**config.mk**
```make
export PLATFORM = sky130hd
export DESIGN_NAME = reg_file_wb_flat
export DESIGN_NICKNAME = d
export VERILOG_FILES = /design/src/rtl/riscv_pkg.sv /design/src/rtl/reg_file_wb_if.sv /design/src/rtl/reg_scoreboard.sv /design/src/rtl/reg_file_wb.sv /design/src/flat_wrapper.sv
export SDC_FILE = /design/constraint.sdc
export NUM_CORES = 2
export LEC_CHECK = 0
export CAP_MARGIN = 10
export CORE_MARGIN = 8
export CORE_UTILIZATION = 37
export CTS_BUF_LIST = sky130_fd_sc_hd__clkbuf_8
export CTS_CLUSTER_SIZE = 40
export DETAILED_ROUTE_END_ITERATION = 6
export HOLD_SLACK_MARGIN = 0.05
export SYNTH_ARGS = -nofsm -noshare
export SYNTH_HDL_FRONTEND = slang
export SYNTH_SLANG_ARGS = --single-unit
```
**constraint.sdc**
```tcl
create_clock -name clock -period 8.85 [get_ports clock]
set_clock_uncertainty 0.15 [all_clocks]
set_input_delay 2.655 -clock clock [delete_from_list [all_inputs] [get_ports clock]]
set_output_delay 2.655 -clock clock [all_outputs]
set_load 0.05 [all_outputs]
```
**src/rtl/riscv_pkg.sv**
```systemverilog
// Shared register-file parameters and types.
// It also provides a one-hot decode helper used by the scoreboard.
package riscv_pkg;

  localparam int XLEN     = 32;
  localparam int NUM_REGS = 32;
  localparam int ADDR_W   = $clog2(NUM_REGS);

  localparam logic [4:0] REG_ZERO = 5'd0;

  typedef logic [ADDR_W-1:0]   reg_addr_t;
  typedef logic [XLEN-1:0]     xlen_t;
  typedef logic [NUM_REGS-1:0] reg_vec_t;

  function automatic reg_vec_t reg_onehot(input reg_addr_t addr);
    reg_vec_t vec;
    vec       = '0;
    vec[addr] = 1'b1;
    return vec;
  endfunction

endpackage

```
**src/rtl/reg_file_wb_if.sv**
```systemverilog
// Decode/writeback-facing bundle of the register file.
// The master side is decode plus the writeback stage; the slave side is reg_file_wb.
interface reg_file_wb_if;

  riscv_pkg::reg_addr_t rs1_addr;
  riscv_pkg::reg_addr_t rs2_addr;
  riscv_pkg::xlen_t     rs1_data;
  riscv_pkg::xlen_t     rs2_data;
  logic                 issue_valid;
  logic                 use_rs1;
  logic                 use_rs2;
  logic                 issue_wr;
  riscv_pkg::reg_addr_t issue_rd;
  logic                 wb_en;
  riscv_pkg::reg_addr_t wb_addr;
  riscv_pkg::xlen_t     write_back_data_in;
  logic                 flush;
  logic                 stall;

  modport master (
    output rs1_addr, rs2_addr, issue_valid, use_rs1, use_rs2, issue_wr, issue_rd,
           wb_en, wb_addr, write_back_data_in, flush,
    input  rs1_data, rs2_data, stall
  );

  modport slave (
    input  rs1_addr, rs2_addr, issue_valid, use_rs1, use_rs2, issue_wr, issue_rd,
           wb_en, wb_addr, write_back_data_in, flush,
    output rs1_data, rs2_data, stall
  );

endinterface

```
**src/rtl/reg_scoreboard.sv**
```systemverilog
// Pending-write scoreboard: busy bits, set/clear/flush, and RAW/WAW stall generation.
// With REGFILE_BYPASS_EN, a register written back this cycle stops counting as busy.
module reg_scoreboard
  import riscv_pkg::*;
(
  input  logic      clock,
  input  logic      reset_n,
  input  logic      issue_valid_i,
  input  logic      use_rs1_i,
  input  logic      use_rs2_i,
  input  logic      issue_wr_i,
  input  reg_addr_t issue_rd_i,
  input  reg_addr_t rs1_addr_i,
  input  reg_addr_t rs2_addr_i,
  input  logic      wb_en_i,
  input  reg_addr_t wb_addr_i,
  input  logic      flush_i,
  output logic      stall_o
);

  reg_vec_t busy_q;
  reg_vec_t busy_d;
  reg_vec_t wbHit;
  reg_vec_t effBusy;
  logic     issueAccept;

  assign wbHit = wb_en_i ? reg_onehot(wb_addr_i) : '0;

`ifdef REGFILE_BYPASS_EN
  assign effBusy = busy_q & ~wbHit;
`else
  // Without write-through, the register being written this cycle still reads stale data.
  assign effBusy = busy_q | (wbHit & ~reg_onehot(REG_ZERO));
`endif

  assign stall_o = issue_valid_i & ((use_rs1_i & effBusy[rs1_addr_i])
                                  | (use_rs2_i & effBusy[rs2_addr_i])
                                  | (issue_wr_i & effBusy[issue_rd_i]));

  assign issueAccept = issue_valid_i & ~stall_o & ~flush_i;

  always_comb begin
    busy_d = busy_q;
    if (flush_i) begin
      busy_d = '0;
    end else begin
      // The clear is applied before the set so a same-cycle reissue keeps the bit.
      busy_d = busy_q & ~wbHit;
      if (issueAccept && issue_wr_i && (issue_rd_i != REG_ZERO)) begin
        busy_d[issue_rd_i] = 1'b1;
      end
    end
    busy_d[REG_ZERO] = 1'b0;
  end

  always_ff @(posedge clock or negedge reset_n) begin
    if (!reset_n) begin
      busy_q <= '0;
    end else begin
      busy_q <= busy_d;
    end
  end

endmodule

```
**src/rtl/reg_file_wb.sv**
```systemverilog
// Architectural register file x0..x31 with two combinational read ports and a writeback port.
// REGFILE_BYPASS_EN enables same-cycle write-through on the read ports.
module reg_file_wb
  import riscv_pkg::*;
(
  input logic           clock,
  input logic           reset_n,
  reg_file_wb_if.slave  bus
);

  xlen_t regs_q [NUM_REGS];
  xlen_t rs1Data;
  xlen_t rs2Data;

  always_ff @(posedge clock or negedge reset_n) begin
    if (!reset_n) begin
      for (int i = 0; i < NUM_REGS; i++) begin
        regs_q[i] <= '0;
      end
    end else if (bus.wb_en && (bus.wb_addr != REG_ZERO)) begin
      regs_q[bus.wb_addr] <= bus.write_back_data_in;
    end
  end

  always_comb begin
    rs1Data = regs_q[bus.rs1_addr];
    rs2Data = regs_q[bus.rs2_addr];
`ifdef REGFILE_BYPASS_EN
    if (bus.wb_en && (bus.wb_addr == bus.rs1_addr)) begin
      rs1Data = bus.write_back_data_in;
    end
    if (bus.wb_en && (bus.wb_addr == bus.rs2_addr)) begin
      rs2Data = bus.write_back_data_in;
    end
`endif
    // x0 reads zero even if a bypass matched it.
    if (bus.rs1_addr == REG_ZERO) begin
      rs1Data = '0;
    end
    if (bus.rs2_addr == REG_ZERO) begin
      rs2Data = '0;
    end
  end

  assign bus.rs1_data = rs1Data;
  assign bus.rs2_data = rs2Data;

  reg_scoreboard u_scoreboard (
    .clock         (clock),
    .reset_n       (reset_n),
    .issue_valid_i (bus.issue_valid),
    .use_rs1_i     (bus.use_rs1),
    .use_rs2_i     (bus.use_rs2),
    .issue_wr_i    (bus.issue_wr),
    .issue_rd_i    (bus.issue_rd),
    .rs1_addr_i    (bus.rs1_addr),
    .rs2_addr_i    (bus.rs2_addr),
    .wb_en_i       (bus.wb_en),
    .wb_addr_i     (bus.wb_addr),
    .flush_i       (bus.flush),
    .stall_o       (bus.stall)
  );

endmodule

```
**src/flat_wrapper.sv**
```systemverilog
// flat-port wrapper written by rule: the top's interface ports become plain ports
module reg_file_wb_flat import riscv_pkg::*;
  (clock, reset_n, bus_rs1_addr, bus_rs2_addr, bus_issue_valid, bus_use_rs1, bus_use_rs2, bus_issue_wr, bus_issue_rd, bus_wb_en, bus_wb_addr, bus_write_back_data_in, bus_flush, bus_rs1_data, bus_rs2_data, bus_stall);
  reg_file_wb_if bus_i ();
  input logic clock;
  input logic reset_n;
  input wire logic [$bits(bus_i.rs1_addr)-1:0] bus_rs1_addr;
  input wire logic [$bits(bus_i.rs2_addr)-1:0] bus_rs2_addr;
  input wire logic [$bits(bus_i.issue_valid)-1:0] bus_issue_valid;
  input wire logic [$bits(bus_i.use_rs1)-1:0] bus_use_rs1;
  input wire logic [$bits(bus_i.use_rs2)-1:0] bus_use_rs2;
  input wire logic [$bits(bus_i.issue_wr)-1:0] bus_issue_wr;
  input wire logic [$bits(bus_i.issue_rd)-1:0] bus_issue_rd;
  input wire logic [$bits(bus_i.wb_en)-1:0] bus_wb_en;
  input wire logic [$bits(bus_i.wb_addr)-1:0] bus_wb_addr;
  input wire logic [$bits(bus_i.write_back_data_in)-1:0] bus_write_back_data_in;
  input wire logic [$bits(bus_i.flush)-1:0] bus_flush;
  output wire logic [$bits(bus_i.rs1_data)-1:0] bus_rs1_data;
  output wire logic [$bits(bus_i.rs2_data)-1:0] bus_rs2_data;
  output wire logic [$bits(bus_i.stall)-1:0] bus_stall;
  assign bus_i.rs1_addr = bus_rs1_addr;
  assign bus_i.rs2_addr = bus_rs2_addr;
  assign bus_i.issue_valid = bus_issue_valid;
  assign bus_i.use_rs1 = bus_use_rs1;
  assign bus_i.use_rs2 = bus_use_rs2;
  assign bus_i.issue_wr = bus_issue_wr;
  assign bus_i.issue_rd = bus_issue_rd;
  assign bus_i.wb_en = bus_wb_en;
  assign bus_i.wb_addr = bus_wb_addr;
  assign bus_i.write_back_data_in = bus_write_back_data_in;
  assign bus_i.flush = bus_flush;
  assign bus_rs1_data = bus_i.rs1_data;
  assign bus_rs2_data = bus_i.rs2_data;
  assign bus_stall = bus_i.stall;
  reg_file_wb u_core (.clock(clock), .reset_n(reset_n), .bus(bus_i));
endmodule
```
Yosys cells after proc, flatten, opt, wreduce, memory -nomap -nowiden. Index checks and enable logic that the tools add are counted.

Magnitude comparators: 10. Multiplexer cells: 24. Bitwise operators: 17. Reductions and logical operators: 10.

Operators with widths (count): $bwmux 1024 (1); $bmux 32 s5 (2); $mux 32 (10); $demux 32 s5 (1); $or 32x32->32 (2); $and 32x32->32 (1); $not 32->32 (1); $lt 5x6->1 const B (4); $ge 6x6->1 const B (3); $not 5->6 (3); $bmux 1 s5 (3); $demux 1 s5 (2); $ge 5x1->1 const B (2); $logic_not 5->1 (2); $reduce_bool 5->1 (2); $and 1x1->1 (6); $logic_and 1x1->1 (6); $lt 6x1->1 const B (1); $mux 1 (5); $not 1->1 (2); $or 1x1->1 (2).

Register bits after elaboration: 1055. Input bits: 60.

Longest topological paths before layout.
Depth after elaboration: 19. Mapped depth: 10.

Hierarchy. A second synthesis with hierarchy kept.

Cell total of the unflattened synthesis: 4056. Area total of the unflattened synthesis: 57869.3 µm².

Modules (own cells, without submodules): reg_file_wb (instances 1, cells each 3621, area each 54357.1 µm², seq. area each 25624.6 µm²); reg_scoreboard (instances 1, cells each 435, area each 3512.1 µm², seq. area each 775.7 µm²).

Worst setup path before layout. No wires, ideal clock.

Path kind: input -> output. From: input bus_wb_addr[1]. To: output bus_stall. Arrival: 5.580 ns. Required time: 6.045 ns. Path slack: 0.465 ns. Stages: 9. Cells stage by stage: buf_2 -> nand2b_1 -> clkbuf_1 -> nor2_2 -> nor4_1 -> or4_1 -> or4_1 -> o311a_4 -> a21boi_1.

Word-level cells in the longest chain between the ends: 12. Elaborated cells between the ends (all ways): 19. Those cells by class: 2 x order compare; 9 x mux; 7 x bitwise; 1 x reduce/logical.

Ends and longest elaborated chain: start: declaration (line flat_wrapper.sv:15) `input wire logic [$bits(bus_i.wb_addr)-1:0] bus_wb_addr;`; $lt 5x6->1 (not written as such) or $ge 5x1->1 (tied branches) (line riscv_pkg.sv:18) `vec[addr] = 1'b1;`; $logic_and 1x1->1 (not written as such) (line riscv_pkg.sv:18); $mux 1 (not written as such) (line riscv_pkg.sv:18); $demux 1 s5 (*) (line riscv_pkg.sv:18); $mux 32 (*) (line reg_scoreboard.sv:27) `assign wbHit = wb_en_i ? reg_onehot(wb_addr_i) : '0;`; $or 32x32->32 (*) (line reg_scoreboard.sv:33) `assign effBusy = busy_q | (wbHit & ~reg_onehot(REG_ZERO));`; $bmux 1 s5, on equally long branches (line reg_scoreboard.sv:36, reg_scoreboard.sv:37); $mux 1, on equally long branches (line reg_scoreboard.sv:36, reg_scoreboard.sv:37); $and 1x1->1, on equally long branches (line reg_scoreboard.sv:36, reg_scoreboard.sv:37); $or 1x1->1 (line reg_scoreboard.sv:37) `| (use_rs2_i & effBusy[rs2_addr_i])`; $or 1x1->1 (*) (line reg_scoreboard.sv:38) `| (issue_wr_i & effBusy[issue_rd_i]));`; $and 1x1->1 (*) (line reg_scoreboard.sv:36) `assign stall_o = issue_valid_i & ((use_rs1_i & effBusy[rs1_addr_i])`; end: declaration (line flat_wrapper.sv:20) `output wire logic [$bits(bus_i.stall)-1:0] bus_stall;`.

Mark *: on every way between the ends. The rest lies on a longest branch, timed or not. The select of a mux whose other input is x is not followed.

Final worst setup path.
From: input bus_wb_addr[4]. To: output bus_stall.

Same word-level chain as after synthesis.

==> metrics.txt <==
clock buffer depth 3; CP Class in2out; floorplan core area 152000 um2; post-route DRC violation count 0; fmax 0.116 GHz; mux cell area share after synthesis 46.4%; status complete, no violations; crit start category primary input; top_reg_cell synth dfrtp_1; most frequent cell after synthesis dfrtp_1; main combinational cell family by area after synthesis multiplexers; CTS tree done; period utilisation layout approximately 100%; detailed placement HPWL 94500 um; top cell type's share of synthesized area 46.8%; antenna violations before repair 10; slew margin rel. 10.9%; min Tclk post-route 8.63 ns; final antenna-violating net count 0; Adder-Cell Fraction of Synth Area 0%; CP Capture Type primary output; vias in the first global route 36300; Total Routing Usage GR 20.9%; Die X roughly 410 um; Area Growth Syn to Fin 13.4%; htree depth 4; synthesized flop and latch total between 1000 and 1500; Worst VDD drop 164 uV; Sw Share 28.4%; First DRT Iteration DRCs 2917; Final GP Congestion 0.935; final WL approximately 170000 um; first-pass GRT wire length ~260000 um; Netlist cell types 66; Setup WS pre-CTS about 0.27 ns; Synth Area in XOR/XNOR 0%; hold buffer count at cts 0; row cnt between 100 and 150; effective utilization at floorplan between 30% and 40%; Die Area 165000 um2; Clock Sinks 1055; crit path DAT just under 6 ns; post-synthesis instance total 3545; Synth Warn # 0; GRT overflow 0; die height 406 um; Commonest cells post-synth dfrtp_1 (1055), mux2_2 (995), mux4_2 (648), clkbuf_1 (323), buf_1 (80); max-slew violation total from the final report 0; Logic pwr share between 20% and 30%; Synth Area in Compound Gates 1.61%; Pint 10.2 mW; RSZ-0062 raised after global routing no; sequential share of power 44.5%; routed vias between 30000 and 40000; hold path depth 0; post-synth top area cell dfrtp_1; Power Density around 220 nW/um2; Mapped Area about 56000 um2; Final Cell Area 63900 um2; clock root buffer clkbuf_8; Worst Reg2Reg Path Length in Cells 8; Avg Cell Area, Syn 15.9 um2; final setup fails 0; vias per std cell just under 6; Clk network pwr share between 30% and 40%; Resized cells post-CTS 0; IO Pins 125; syn_nets ~3600; EDFF count, synth 0; CTS Buf Count 180; Area contributors post-synth dfrtp_1 (47%), mux4_2 (26%), mux2_2 (20%); Clock Latency Late Sink 0.87 ns; Pleak 27.2 nW; final worst slack between 0.2 and 0.25 ns; asr flop ratio synth 100%; WL per Instance roughly 30 um; Clock transition at path regs 0.06 ns; sequential area share after synthesis 46.8%; DP Area between 60000 and 70000 um2; max_cap viols 0; simple-gate share of the synthesized area 2.05%; Core Util, Final 42.1%; largest net degree at the start of global routing 167; fillers 13800; setup bufs post-CTS 0; final hold vios 0; port bufs 124; Slew @ Worst Pin 1.32 ns; fin nets 3627; setup TNS 0 ns; proportion of layout cells with a drive suffix above 1 58.2%; Psw 4.04 mW; drt first pass iters 6; WP data required between 6 and 7 ns; Fin Hold WS ~0.24 ns; Hold WC Path Type reg2reg; Crit Path Max Fanout 11
worst max-delay path, cell delays in order:
cell             delay, ns
clkdlybuf4s50_1       0.68
and4b_1               0.32
a21oi_1               0.13
mux4_2                0.48
and4b_1               0.19
or4_1                 0.54
o311a_4               0.39
a21boi_1              0.25
buf_12                0.18
placed cells by master, fill, tap and decap left out, types with 8 or more instances in the layout:
master / count
nand2b_1: 9
buf_12: 39
mux2_2: 995
o21ai_1: 13
nor2b_1: 9
dfrtp_1: 1055
clkbuf_8: 232
nand2_1: 49
a211oi_1: 8
nand3b_1: 16
nor2_1: 49
mux4_2: 648
o32ai_1: 19
buf_4: 157
a21oi_1: 26
inv_1: 115
clkdlybuf4s50_1: 49
mux2i_1: 35
nand2_4: 14
clkinv_2: 17
o21ai_0: 34
nor2_4: 12
layer usage:
layer | wire (um) | up-vias | GRT usage [%]
li1 | - | 13900 | -
met1 | 76900 | 18800 | 30.1
met2 | 78800 | 1156 | 31.8
met3 | 11300 | 299 | 4.43
met4 | 5000 | 6 | 6.48
met5 | 41 | - | 0
state kept, by name (all words and copies together), names as in the netlist:
signal,flops
u_core.regs_q,1024
u_core.u_scoreboard.busy_q,31
cells by family (layout without fill, tap and decap cells):
logic type      count (synthesis)  count (layout)
other cells                     0               6
mux                          1678            1678
buf+inv                       465             630
simple gates                  211             211
flops                        1055            1055
compound gates                136             136
power groups by stage:
stage                     clock network, mW  logic [mW]  registers (mW)
final                                  4.59        3.29            6.33
after global routing                   4.94        3.50            6.46
after CTS                              4.72        3.33            6.31
after detailed placement                  0        3.32            6.39
after global placement                    0        3.27            6.34
after floorplan                           0        2.49            6.19
final cells by class:
type	instances	area, um2	share of cell area (%)
Clock inverter	93	571	0.892
Inverter	51	196	0.307
Tap cell	2030	2540	3.97
Antenna cell	6	15.0	0.0235
Sequential cell	1055	26400	41.3
Timing Repair Buffer	254	2580	4.03
Multi-Input combinational cell	2025	28400	44.5
Clock buffer	232	3190	4.99
metrics by stage:
step	total power, mW	instances
finish	14.2	5746
global route	14.9	5742
CTS	14.4	5739
detailed placement	9.71	5414
global placement	9.60	5414
floorplan	8.68	3545
worst paths after layout:
check / slack, ns / from / to
min in group asynchronous: 1.69 / reset_n / u_core.regs_q[688]
max: 0.22 / bus_wb_addr[4] / bus_stall
max reg2reg: 5.93 / u_core.u_scoreboard.busy_q[22] / u_core.u_scoreboard.busy_q[25]
min: 0.24 / u_core.regs_q[1010] / u_core.regs_q[1010]
min reg2reg: 0.24 / u_core.regs_q[1010] / u_core.regs_q[1010]
max in group asynchronous: 5.20 / reset_n / u_core.regs_q[664]
Note: power is estimated with default switching activity, not from simulation.
